### config.mk
export PLATFORM = sky130hd
export DESIGN_NAME = zigzag_quant
export DESIGN_NICKNAME = d
export VERILOG_FILES = /design/src/rtl/zigzag_quant.sv
export SDC_FILE = /design/constraint.sdc
export NUM_CORES = 2
export LEC_CHECK = 0
export BUFFER_PORTS_ARGS = -buffer_cell sky130_fd_sc_hd__clkbuf_2
export CORE_ASPECT_RATIO = 1.1
export CORE_UTILIZATION = 68
export DETAILED_ROUTE_END_ITERATION = 6
export MAX_ROUTING_LAYER = met4
export PLACE_DENSITY = 0.94
export SLEW_MARGIN = 10
export SYNTH_ARGS = -nofsm -noshare
export SYNTH_HDL_FRONTEND = slang
export SYNTH_SLANG_ARGS = --single-unit
### constraint.sdc
create_clock -name clk -period 30.4 [get_ports clk]
set_input_delay 3.04 -clock clk [delete_from_list [all_inputs] [get_ports clk]]
set_output_delay 3.04 -clock clk [all_outputs]
set_load 0.01 [all_outputs]
### src/rtl/zigzag_quant.sv
// Buffers one 8x8 block of DCT coefficients arriving in raster order, then replays it in
// JPEG zigzag order after scaling each coefficient by a reciprocal quantizer step.
module zigzag_quant #(
  parameter int unsigned DW = 10,
  parameter int unsigned RW = 16
) (
  input  logic          clk,
  input  logic          rst,
  input  logic          in_valid,
  output logic          in_ready,
  input  logic [DW-1:0] in_data,
  input  logic [RW-1:0] q_recip,
  output logic          out_valid,
  input  logic          out_ready,
  output logic [DW-1:0] out_data,
  output logic          out_last
);

  typedef enum logic {StFill, StDrain} state_e;

  localparam logic [5:0] ZZ [64] = '{
    6'd0,  6'd1,  6'd8,  6'd16, 6'd9,  6'd2,  6'd3,  6'd10,
    6'd17, 6'd24, 6'd32, 6'd25, 6'd18, 6'd11, 6'd4,  6'd5,
    6'd12, 6'd19, 6'd26, 6'd33, 6'd40, 6'd48, 6'd41, 6'd34,
    6'd27, 6'd20, 6'd13, 6'd6,  6'd7,  6'd14, 6'd21, 6'd28,
    6'd35, 6'd42, 6'd49, 6'd56, 6'd57, 6'd50, 6'd43, 6'd36,
    6'd29, 6'd22, 6'd15, 6'd23, 6'd30, 6'd37, 6'd44, 6'd51,
    6'd58, 6'd59, 6'd52, 6'd45, 6'd38, 6'd31, 6'd39, 6'd46,
    6'd53, 6'd60, 6'd61, 6'd54, 6'd47, 6'd55, 6'd62, 6'd63
  };

  // Sign-magnitude multiply so rounding is symmetric (half away from zero).
  function automatic logic [DW-1:0] quant(input logic [DW-1:0] c, input logic [RW-1:0] qr);
    logic [DW-1:0]    mag;
    logic [DW+RW-1:0] m;
    logic [DW-1:0]    r;
    mag = c[DW-1] ? -c : c;
    m   = {{RW{1'b0}}, mag} * {{DW{1'b0}}, qr};
    m   = m + ((DW+RW)'(1) << (RW-1));
    r   = m[DW+RW-1:RW];
    return c[DW-1] ? -r : r;
  endfunction

  state_e        state_q, state_d;
  logic [5:0]    cnt_q, cnt_d;
  logic [5:0]    zcnt_q, zcnt_d;
  logic [5:0]    znext;
  logic [RW-1:0] qr_q, qr_d;
  logic          out_valid_q, out_valid_d;
  logic          out_last_q, out_last_d;
  logic [DW-1:0] out_data_q, out_data_d;
  logic          wr_en;
  logic [DW-1:0] mem_q [64];

  always_comb begin
    state_d     = state_q;
    cnt_d       = cnt_q;
    zcnt_d      = zcnt_q;
    qr_d        = qr_q;
    out_valid_d = out_valid_q;
    out_last_d  = out_last_q;
    out_data_d  = out_data_q;
    wr_en       = 1'b0;
    znext       = zcnt_q + 6'd1;
    unique case (state_q)
      StFill: begin
        if (in_valid) begin
          wr_en = 1'b1;
          cnt_d = cnt_q + 6'd1;
          if (cnt_q == 6'd0) qr_d = q_recip;
          if (cnt_q == 6'd63) begin
            // Raster 0 was written long ago, so beat 0 can be loaded on the last write.
            state_d     = StDrain;
            zcnt_d      = 6'd0;
            out_valid_d = 1'b1;
            out_last_d  = 1'b0;
            out_data_d  = quant(mem_q[ZZ[0]], qr_q);
          end
        end
      end
      StDrain: begin
        if (out_ready) begin
          if (zcnt_q == 6'd63) begin
            state_d     = StFill;
            cnt_d       = 6'd0;
            zcnt_d      = 6'd0;
            out_valid_d = 1'b0;
            out_last_d  = 1'b0;
            out_data_d  = '0;
          end else begin
            zcnt_d     = znext;
            out_data_d = quant(mem_q[ZZ[znext]], qr_q);
            out_last_d = (znext == 6'd63);
          end
        end
      end
      default: state_d = StFill;
    endcase
  end

  always_ff @(posedge clk) begin
    if (!rst) begin
      state_q     <= StFill;
      cnt_q       <= 6'd0;
      zcnt_q      <= 6'd0;
      qr_q        <= '0;
      out_valid_q <= 1'b0;
      out_last_q  <= 1'b0;
      out_data_q  <= '0;
    end else begin
      state_q     <= state_d;
      cnt_q       <= cnt_d;
      zcnt_q      <= zcnt_d;
      qr_q        <= qr_d;
      out_valid_q <= out_valid_d;
      out_last_q  <= out_last_d;
      out_data_q  <= out_data_d;
    end
  end

  always_ff @(posedge clk) begin
    if (rst && wr_en) mem_q[cnt_q] <= in_data;
  end

  assign in_ready  = (state_q == StFill);
  assign out_valid = out_valid_q;
  assign out_last  = out_last_q;
  assign out_data  = out_data_q;

endmodule

==> results.cfg <==
[pwr]
switchingPower_uw = 587
p_int_mw = 1.61
power_frac_clock_pct = 39.2
powerDensity_nw_per_um2 = 51.9
power.share.combinational_pct = 13.8
p_sw_share_pct = 26.7
peakVddDrop_v = 0.0000714
leakagePower_nw = 16.4
pwr-share-seq_pct = 47.0

[cts]
clockBufferDepth = 3
cts.clk_slew.worst_paths_ps = 70
cts_setup_buffers = 0
worst_skew_pair.late_latency_ps = 650
cts_tree = done
cts_inserted_buffers = 68
ctsHtreeMaxLevel = 3
cts_resized = 0
holdBufCountCts = 0
clockRootBuffer = clkbuf_16
clock_sinks = 681

[sta]
finalCritPeriodShare_pct = 47.0
rsz0062_at_grt = no
worst_pin_slew_ps = 1310
fmax_mhz = 70.0
slew_violations = 0
slew_headroom_pct = 12.7
fin_tns_setup_ps = 0
hold_violations = 0
min_period_ps = 14280
clock_skew_ps = 52.0
setup_violations = 0

[drt]
vias_per_cell = 6.84
drt_iter0_markers = 4901
route.met2.wl_um = 51200
wire_per_inst_um = 25.4
drt-total-wl_um = 111000
drc = 163
detail-route-antenna-nets = 0
dr_wl_met3_um = 15700
num_vias = 29800
drtPass1Iterations = 7
drt-met1-wl_um = 35300
routed.top_layer = met4

[min_path]
holdCritPathClass = flip-flop to flip-flop

[yosys]
syn_avg_cell_area_um2 = 11.0
synth_nets = 4012
synthTopCellsByArea = edfxtp_1, fa_1, nand2_1
synth.distinct_cells = 111
yosysMostFrequentCell = nand2_1
seq_area_frac_synth_pct = 50.7
yosysWarnings = 0
syn_area_um2 = 39500
synth_ff_type = edfxtp_1
async_reset_ff_share_pct = 0
synth_top_area_share_pct = 48.6
synth_top_area_cell = edfxtp_1
ys_seq_elements = 681
synth_common_cells = nand2_1, edfxtp_1, nand3_1
netlist_instances = 3601
synth_edf_count = 640

[setup_path]
worst-r2r-setup-slack_ps = 16120
critPathCapture = out_data[8]$_SDFFE_PN0P_
required_ps = 30920
cp_max_fo = 102
worstPathArrival_ps = 14800
cpPeakStageDelay_ps = 950
critical_path_class = flip-flop to flip-flop
critPathCaptureType = flip-flop
cp-startpoint = zcnt_q[1]$_SDFFE_PN0P_
critPathSlowestCell = xnor2_1
reg2reg_depth = 41
r2r-start = zcnt_q[1]$_SDFFE_PN0P_
start_kind = flip-flop
r2r_end = out_data[8]$_SDFFE_PN0P_

[placement]
io_buffers = 42
dpl_cell_area_um2 = 40100
gp_congestion = 0.998
dp_hpwl_um = 65900

[die]
initial_core_util_pct = 69.0
row_count = 92
dieArea_um2 = 59100
fp.dieH_um = 255
ioPinCount = 43
fp.coreArea_um2 = 57300
die_w_um = 232

[finish]
syn_to_final_growth_pct = 7.27
layout.nets = 3963
drive_above_1_share_pct = 7.69
fin_area_um2 = 42400

[flow_run]
maxCapViolations = 0

[global_route]
antenna_found_initial = 3
grt_pass1_wl_um = 169000
grt_pass1_vias = 30200
grt_max_degree = 151
grt-ovfl-total = 0
grt_usage_pct = 39.2

[run_status]
violations = design-rule violations
status = complete, but fails checks
-- layout make-up --
cell class | instances | area, um^2
Sequential cell | 681 | 20000
Multi-Input combinational cell | 2440 | 17500
Fill cell | 3245 | 14900
Clock buffer | 78 | 1740
Inverter | 275 | 1030
Tap cell | 752 | 941
Clock inverter | 44 | 556
Timing Repair Buffer | 86 | 553
Antenna cell | 3 | 7.51
-- logic make-up (layout without fill, tap and decap cells) --
group / count (synthesis) / after routing / synth area share, %
AO/OA/AOI/OAI: 326 / 326 / 5.98
buffers and inverters: 480 / 483 / 5.16
multiplexers: 101 / 101 / 2.88
AND/OR/NAND/NOR: 1573 / 1573 / 17.6
other: 0 / 3 / 0
flip-flops: 681 / 681 / 50.7
XOR/XNOR: 59 / 59 / 1.45
adder cells (fa/ha/maj): 381 / 381 / 16.2
-- registers in the layout (all words and copies together) (netlist names) --
register and count:
out_last 1, zcnt_q 6, out_data 10, state_q 1
out_valid 1, mem_q 640, qr_q 16, cnt_q 6
-- power by group through the flow --
stage | clock network [mW] | logic (mW) | registers, mW
6_report | 0.862 | 0.305 | 1.03
5_1_grt | 0.893 | 0.340 | 1.03
4_1_cts | 0.855 | 0.299 | 1.03
3_5_place_dp | 0 | 0.297 | 1.05
3_3_place_gp | 0 | 0.285 | 1.05
2_1_floorplan | 0 | 0.208 | 1.05
-- stage by stage --
stage	setup slack, ps	util (%)	hold WS (ps)	total power [mW]	cells
6_report	16120	74.0	495	2.20	4359
3_5_place_dp	16750	70.0	487	1.35	4234
4_1_cts	16590	74.0	497	2.19	4356
5_1_grt	15450	74.0	517	2.27	4359
3_3_place_gp	17120	70.0	468	1.34	4234
2_1_floorplan	20120	-	499	1.26	3601
-- how the worst min path moves through the flow --
stage | startpoint | end | slack (ps) | cells after the start
4_1_cts | out_valid$_SDFFE_PN0P_ | out_valid$_SDFFE_PN0P_ | 500 | 2
3_5_place_dp | out_valid$_SDFFE_PN0P_ | out_valid$_SDFFE_PN0P_ | 490 | 2
2_1_floorplan | out_valid$_SDFFE_PN0P_ | out_valid$_SDFFE_PN0P_ | 500 | 2
5_1_grt | out_valid$_SDFFE_PN0P_ | out_valid$_SDFFE_PN0P_ | 520 | 2
6_report | out_valid$_SDFFE_PN0P_ | out_valid$_SDFFE_PN0P_ | 490 | 2
3_3_place_gp | out_valid$_SDFFE_PN0P_ | out_valid$_SDFFE_PN0P_ | 470 | 2
-- layout by cell type (no fill, tap or decap), drive strengths merged, types with 13 or more instances in the layout --
master and instances:
mux2i 82, a31oi 18, dfxtp 41, a21o 26, and3 18, or2 13, nand4 15, nand3 413
nand2b 19, xnor2 35, o21ai 68, nor3 23, edfxtp 640, fa 220, a21oi 61, xor2 24
o211ai 31, buf 44, inv 276, clkinv 33, nand2 754, and2 47, ha 161, nor2 231
clkbuf 120
-- metal layers --
metal / vias up / global-route usage (%)
li1: 12300 / -
met1: 14000 / 45.9
met2: 2854 / 60.0
met3: 711 / 10.7
met4: 0 / 25.3
met5: - / -
-- critical path: cells and delay by family (launching register included) --
family,cells,cell delay [ps]
fa+ha+maj,10,4550
simple gates,12,2680
flops,1,610
mux,1,500
xor+xnor,2,1120
buf+inv,6,1800
compound gates,10,2760
(Power assumes the default switching activity.)
